$ cat src/rtl/dataout_sink.sv
// dataout_sink: NoC ejection-port sink that captures flits into a FIFO and keeps
// receive, misroute, sequence-error and burst-window statistics.
module dataout_sink #(
   parameter logic [3:0] NODE_ID  = 4'd0,
   parameter int         DEPTH    = 32,
   parameter int         EXPECTED = 30
) (
   input  logic                     clk,
   input  logic                     rst,
   input  logic                     clr,
   input  logic [19:0]              datain,
   input  logic                     in_valid,
   output logic                     in_ready,
   input  logic                     rd_en,
   output logic [19:0]              rd_data,
   output logic                     rd_valid,
   output logic [$clog2(DEPTH):0]   fifo_count,
   output logic [15:0]              rx_count,
   output logic [15:0]              misroute_count,
   output logic [15:0]              seq_err_count,
   output logic [15:0]              window_cycles,
   output logic                     done
);
   localparam int AW = $clog2(DEPTH);
   localparam logic [AW:0] FULL = (AW+1)'(DEPTH);
   localparam logic [15:0] LAST = 16'(EXPECTED - 1);
   typedef enum logic [1:0] {IDLE, RUN, FIN} state_t;
   state_t state, state_n;
   logic [19:0] mem [DEPTH];
   logic [7:0] last_seq [16];
   logic [15:0] seen, window_n;
   logic [AW-1:0] wr_ptr, rd_ptr;
   logic [3:0] src, dest;
   logic [7:0] seq;
   logic push, pop, mis, err;
   function automatic logic [15:0] sat_inc(input logic [15:0] v, input logic en);
      return (en && v != 16'hFFFF) ? v + 16'd1 : v;
   endfunction
   assign src      = datain[15:12];
   assign seq      = datain[11:4];
   assign dest     = datain[3:0];
   assign in_ready = fifo_count != FULL;
   assign push     = in_valid && in_ready && !clr;
   assign pop      = rd_en && fifo_count != '0 && !clr;
   assign mis      = dest != NODE_ID;
   assign err      = push && !mis && seen[src] && seq != last_seq[src] + 8'd1;
   assign done     = state == FIN;
   always_comb begin
      state_n  = state;
      window_n = window_cycles;
      if (state == IDLE && push) begin
         window_n = 16'd1;
         state_n  = EXPECTED == 1 ? FIN : RUN;
      end else if (state == RUN) begin
         window_n = sat_inc(window_cycles, 1'b1);
         state_n  = (push && rx_count == LAST) ? FIN : RUN;
      end
   end
   always_ff @(posedge clk or negedge rst)
      if (!rst) begin
         state         <= IDLE;
         window_cycles <= '0;
      end else if (clr) begin
         state         <= IDLE;
         window_cycles <= '0;
      end else begin
         state         <= state_n;
         window_cycles <= window_n;
      end
   // Only reset clears the storage; clr just rewinds the pointers.
   always_ff @(posedge clk or negedge rst)
      if (!rst) for (int i = 0; i < DEPTH; i++) mem[i] <= '0;
      else if (push) mem[wr_ptr] <= datain;
   always_ff @(posedge clk or negedge rst)
      if (!rst) begin
         wr_ptr     <= '0;
         rd_ptr     <= '0;
         fifo_count <= '0;
         rd_data    <= '0;
         rd_valid   <= 1'b0;
      end else if (clr) begin
         wr_ptr     <= '0;
         rd_ptr     <= '0;
         fifo_count <= '0;
         rd_data    <= '0;
         rd_valid   <= 1'b0;
      end else begin
         wr_ptr     <= wr_ptr + AW'(push);
         rd_ptr     <= rd_ptr + AW'(pop);
         fifo_count <= fifo_count + (AW+1)'(push) - (AW+1)'(pop);
         rd_valid   <= pop;
         if (pop) rd_data <= mem[rd_ptr];
      end
   always_ff @(posedge clk or negedge rst)
      if (!rst) begin
         rx_count       <= '0;
         misroute_count <= '0;
         seq_err_count  <= '0;
         seen           <= '0;
      end else if (clr) begin
         rx_count       <= '0;
         misroute_count <= '0;
         seq_err_count  <= '0;
         seen           <= '0;
      end else begin
         rx_count       <= sat_inc(rx_count, push);
         misroute_count <= sat_inc(misroute_count, push && mis);
         seq_err_count  <= sat_inc(seq_err_count, err);
         if (push && !mis) seen[src] <= 1'b1;
      end
   // Entries are only trusted once their seen bit is set, so no reset needed.
   always_ff @(posedge clk)
      if (push && !mis) last_seq[src] <= seq;
endmodule
$ cat config.mk
export PLATFORM = sky130hd
export DESIGN_NAME = dataout_sink
export DESIGN_NICKNAME = d
export VERILOG_FILES = /design/src/rtl/dataout_sink.sv
export SDC_FILE = /design/constraint.sdc
export NUM_CORES = 1
export LEC_CHECK = 0
export ABC_CLOCK_PERIOD_IN_PS = 5200
export BUFFER_PORTS_ARGS = -buffer_cell sky130_fd_sc_hd__buf_2
export CAP_MARGIN = 10
export CORE_MARGIN = 2
export CORE_UTILIZATION = 30
export CTS_CLUSTER_SIZE = 30
export DETAILED_ROUTE_END_ITERATION = 10
export PLACE_DENSITY = 0.53
export SETUP_SLACK_MARGIN = 0.05
export SLEW_MARGIN = 0
export SYNTH_ARGS = -nofsm -noshare
export SYNTH_HDL_FRONTEND = slang
export SYNTH_SLANG_ARGS = --single-unit
$ cat constraint.sdc
create_clock -name clk -period 5.2 [get_ports clk]
set_input_delay 0.52 -clock clk [delete_from_list [all_inputs] [get_ports clk]]
set_output_delay 0.52 -clock clk [all_outputs]
set_load 0.02 [all_outputs]
# == Word level (Yosys, flattened, before mapping) ==
# Memories as Yosys holds them, arrays and structs flattened.
# Index checks and enable logic that the tools add are counted.
# word_totals
n_memories,1
out_inout_bits,93
input_bits,25
elab_cells,132
ram_bits,128
ff_bits,759
# op_classes
n_lt_le_gt_ge,5
n_eq_ne,9
reduce_logical,28
addsub,9
bitwise_logic,3
mux,34
# memory_table
name,words,word_bits,rd,rd_clocked_by_memory_dff,wr,line,rtl
last_seq,16,8,1,0,1,30,logic [7:0] last_seq [16];
# ops
cell,count
bitwise mux 640 bit,1
two-way mux 16 bit,12
binary-select mux 20 bit (select 5 bit),1
demux 20 bit (select 5 bit),1
two-way mux 20 bit,5
"adder 16 x 1 -> 16 bit, second input constant",4
"inequality test 16 bit, second input constant",4
"== test 16 x 5 -> 1 bit, second input constant",1
OR 16 bit,1
logical AND 1 bit,15
">= comparator 6 bit, second input constant",2
NOT 5 -> 6 bit,2
adder 5 x 1 -> 5 bit,2
two-way mux 5 bit,2
nonzero test 2 bit,5
"adder 8 x 1 -> 8 bit, second input constant",1
two-way mux 2 bit,4
inequality test 8 bit,1
adder 6 x 1 -> 6 bit,1
"less-than comparator 6 x 1 -> 1 bit, second input constant",1
two-way mux 6 bit,1
"inequality test 6 bit, second input constant",1
nonzero test 3 bit,2
nonzero test 6 bit,1
other kinds (12),17

# == Depth between registers and ports, before layout ==
# logic_depth
depth_word,9
mapped_depth,17
mapped_depth_nobuf,15

# == Least setup slack after synthesis ==
# OpenSTA, ideal clock, no wires.
# synth_path
path_kind,input -> register
startpoint,input port datain[12]
endpoint,register seq_err_count[12]
path_buffers,4
cell_stages,17
path_slack_ns,1.649
required_time_ns,5.073
arrival_time_ns,3.424
setup_ns,0.127
path_cell_list,buf_6 -> buf_4 -> buf_4 -> mux2i_1 -> a22oi_1 -> nand3b_1 -> nand2_1 -> ha_1 -> inv_1 -> nor4_1 -> o21ai_1 -> a21oi_1 -> o31ai_1 -> o31a_1 -> buf_6 -> nand3_1 -> mux2_1
# synth_between
elab_chain_cells,6
elab_cells_between_ends,9
cone_classes,1 x add/sub; 1 x eq/ne; 2 x mux; 4 x reduce/logical; 1 x memory
# synth_rtl
element,line,rtl
"start, declared",11,"input logic [19:0] datain,"
memory (16 x 8 bit) or binary-select mux 1 bit (select 4 bit) (tied branches),--,
adder 8 x 1 -> 8 bit or two-way mux 1 bit (tied branches),46,assign err = push && !mis && seen[src] && seq != last_seq[src] + 8'd1;
inequality test 8 bit or logical AND 1 bit (tied branches),46,
logical AND 1 bit (*),46,
logical AND 1 bit (*),37,return (en && v != 16'hFFFF) ? v + 16'd1 : v;
nonzero test 2 bit (no line) (*),--,
"end signal, assigned",108,"seq_err_count <= sat_inc(seq_err_count, err);"
"end, declared",20,"output logic [15:0] seq_err_count,"
# Mark *: on every way between the ends. The rest lies on a longest branch, timed or not. The select of a mux whose other input is x is not followed.
# A chain may end at the register's enable or synchronous reset.

# == Worst setup path in the final report ==
# layout_path
startpoint,register fifo_count[3]
endpoint,register mem[96] (netlist bit)
# layout_between
elab_chain_cells,3
# layout_rtl
element,line,rtl
"start, declared",17,"output logic [$clog2(DEPTH):0] fifo_count,"
"start signal, assigned",90,fifo_count <= fifo_count + (AW+1)'(push) - (AW+1)'(pop);
inequality test 6 bit,42,assign in_ready = fifo_count != FULL;
logical AND 1 bit (2 in a row),43,assign push = in_valid && in_ready && !clr;
"end signal, assigned by index",73,else if (push) mem[wr_ptr] <= datain;
"end, declared",29,logic [19:0] mem [DEPTH];
# No other way between the ends.

==> results by group <==
Outcome
  – Outcome: finished, final reports clean

Logic synthesis
  – Yosys warns: 0
  – Leading area contributor after synthesis: dfrtp_1
  – Post-Syn Nets: 2,978
  – Synthesized area per cell: 13.7 µm²
  – Async set-reset flop share out of synthesis: 85.6%
  – Synth Cell Area: 40,200 µm²
  – Mapped Cells: 2,933
  – Post-synthesis register bit count: 887
  – Primary FF master, synth: dfrtp_1
  – Synth top area share: 47.2%
  – Netlist cell types: 61
  – Number of synthesized flops with an enable pin: 128
  – Sequential-to-total area share from yosys stat: a little under three fifths
  – Synth top area cells: dfrtp_1 (47%), mux2_2 (18%), edfxtp_1 (9.6%)

Placed design
  – Placed cells: 4,655
  – Port bufs: 117
  – Post-Place Setup Slack: 0.902 ns
  – GP Congestion: roughly 0.76
  – Placed standard-cell area: 42,900 µm²
  – Post-detail-place hpwl: 63,200 µm

Global route
  – GRT Overall Usage: 15.6%
  – Grt ovf: 0
  – Vias in the first global route: approximately 25,000
  – Initial antenna violation count: 1
  – Wire length of the first global-routing pass: ~160,000 µm
  – Largest net degree at the start of global routing: roughly 160

Worst hold path
  – Worst hold path type: input port to register
  – Hold Path End: state[1]
  – WHS Path Cells: 4
  – Worst Hold Launch: in_valid

Finish
  – Cell area after layout: 46,000 µm²
  – Share of layout cells above drive strength 1: 37.1%
  – Final cell count without fillers: 4,833
  – Synth-to-layout area growth: 14.4%
  – N_diodes: 0
  – Fin nets: 3,031

Floorplan
  – Top Ports: 118
  – Starting Density: 30.2%
  – Die area: 137,000 µm²
  – Die Y-Extent: approximately 370 µm
  – Die Width: between 300 and 400 µm
  – Core Rows: roughly 130
  – Core area: 133,000 µm²

Timing
  – Post-route minimum period: 3.66 ns
  – Final setup viols: 0
  – Slew Viols, Final: 0
  – Final hold violations: 0
  – RSZ-0062 raised after global routing: no
  – Slew at the pin closest to its max-slew limit: 1.19 ns
  – Max Clock Freq: 0.273 GHz
  – Post-route setup TNS: 0 ns
  – Worst hold slack: 0.282 ns
  – Worst Skew: 0.0223 ns
  – Crit share post-route: 70.5%
  – Rel. slew slack: 20.5%
  – PnR worst setup slack: between 1.5 and 2 ns

Worst setup path
  – Crit Path Class: register to register
  – Critical-path maximum fanout: 12
  – R2r setup slk: 1.54 ns
  – Worst path required time: 5.74 ns
  – R2R Path End: mem[96]
  – Crit path DAT: 4.20 ns
  – Worst path cell trace: inv_1 > ha_1 > nor3b_1 > nand2_1 > and2_1 > nand2b_1 > inv_1 > and3_1 > nand2_1 > buf_4 > mux2_2
  – CP peak stage delay: between 0.7 and 0.8 ns
  – Worst R2R Path Depth: 11
  – Reg-to-Reg Start: fifo_count[3]
  – CP endpoint kind: register
  – Crit start category: register
  – CP max stage cell: nand2_1

Power and ir drop
  – LEAKAGE: ~21 nW
  – Power per cell area: 356 nW/µm²
  – Worst VDD drop: approximately 0.00021 V

CTS
  – Worst-skew pair later-pin latency: 0.67 ns
  – Number of gates resized after CTS: 0
  – Root buf cell: clkbuf_16
  – CTS sink cnt: 887
  – CTS tree: built
  – CTS clk-pin slew, worst paths: 0.06 ns
  – CTS Buf Count: 96
  – Clock Tree Buf Depth: 3
  – H-tree lvl count: 3

Run
  – # Max-Cap Violations: 0

Route
  – Routed Wire Length: 106,000 µm
  – Wire length per cell: between 20 and 25 µm
  – Via-to-Cell Ratio: between 5 and 6
  – Post-route ant nets: 0
  – Residual DRC: 0
  – Router iterations before antenna repair: 5
  – Via Count: 24,200
  – 1st-iter DRT viols: 1,533
## registers in the layout, indices dropped and copies added, names as in the netlist, 5 cells and up
name,cells
seq_err_count,16
window_cycles,16
wr_ptr,5
misroute_count,16
last_seq,128
seen,16
rx_count,16
rd_data,20
mem,640
fifo_count,6
rd_ptr,5
## per-stage QoR
| stage | utilization (%) | total power, mW |
|---|---|---|
| floorplan | - | 8.97 |
| CTS | 34.5 | 16.7 |
| finish | 34.5 | 16.4 |
| global placement | 32.2 | 9.77 |
| global route | 34.5 | 17.1 |
| detailed placement | 32.2 | 9.79 |
## cell usage after synthesis, types with 33 or more instances
library cell and instances:
dfrtp_1 759, mux2_2 651, nor2_1 179, clkbuf_1 173, mux2i_1 153, o21ai_0 132, edfxtp_1 128, mux4_2 109
nand2_1 103, a21oi_1 78, buf_1 58, a22oi_1 46, a221oi_1 41, nand3_1 33
## layer usage
layer / up-vias / GRT usage [%] / share of wire [%]
li1: 10900 / - / -
met1: 12800 / 20.8 / 45
met2: 391 / 26.5 / 49
met3: 141 / 2.13 / 3.6
met4: 2 / 4.35 / 2.2
met5: - / 0 / 0.013
## critical path: cells and delay by family, from the launching register on
| family | cells | cell delay (ns) |
|---|---|---|
| muxes | 1 | 0.35 |
| adders and majority gates | 1 | 0.14 |
| DFF | 1 | 0.40 |
| and+or+nand+nor | 6 | 2.04 |
| buffers and inverters | 3 | 0.59 |
## final cells by class
class                           instances  area [µm²]
Timing Repair Buffer                  197        1300
Clock inverter                         31         289
Sequential cell                       887       22900
Inverter                               19        71.3
Tap cell                             1768        2210
Fill cell                           13000       87300
Clock buffer                          146        2850
Multi-Input combinational cell       1785       16400
## placed cells by master, fill, tap and decap left out, drive strengths merged, types with 6 or more instances in the layout
master and count:
a21oi 78, a221oi 41, a22oi 46, a311oi 23, and2 12, and3 17, buf 196, clkbuf 146
clkinv 22, dfrtp 759, edfxtp 128, ha 19, inv 22, mux2 660, mux2i 153, mux4 109
nand2 103, nand2b 6, nand3 33, nand3b 8, nand4 19, nor2 179, nor2b 23, nor3 12
nor4 6, o21ai 135, or3 10, xnor2 20, xor2 30
## report_power, final
group | switching [mW] | internal (mW)
Clock | 2.85 | 3.94
Combinational | 1.24 | 0.845
Sequential | 0.202 | 7.33
## cell families after synthesis
group	Yosys count	share of synthesized area [%]
compound gates	347	5.40
flops	887	56.8
simple gates	446	5.15
mux	922	28.4
fa+ha+maj	20	0.641
buf+inv	261	2.52
xor+xnor	50	1.11
## how the worst max path moves through the flow
stage,to,start,slack (ns)
2_1_floorplan,seq_err_count[12],datain[12],1.65
3_3_place_gp,seq_err_count[11],datain[12],0.84
3_5_place_dp,seq_err_count[11],datain[12],0.90
4_1_cts,mem[96],fifo_count[3],1.43
5_1_grt,seq_err_count[11],datain[12],1.26
6_report,mem[96],fifo_count[3],1.54
## what timing repair did
action | in CTS | in global routing
endpoints found under the hold margin | 69 | 0
hold buffers | 1 | 0
setup buffers | 0 | 0
Note: power is estimated with default switching activity, not from simulation.
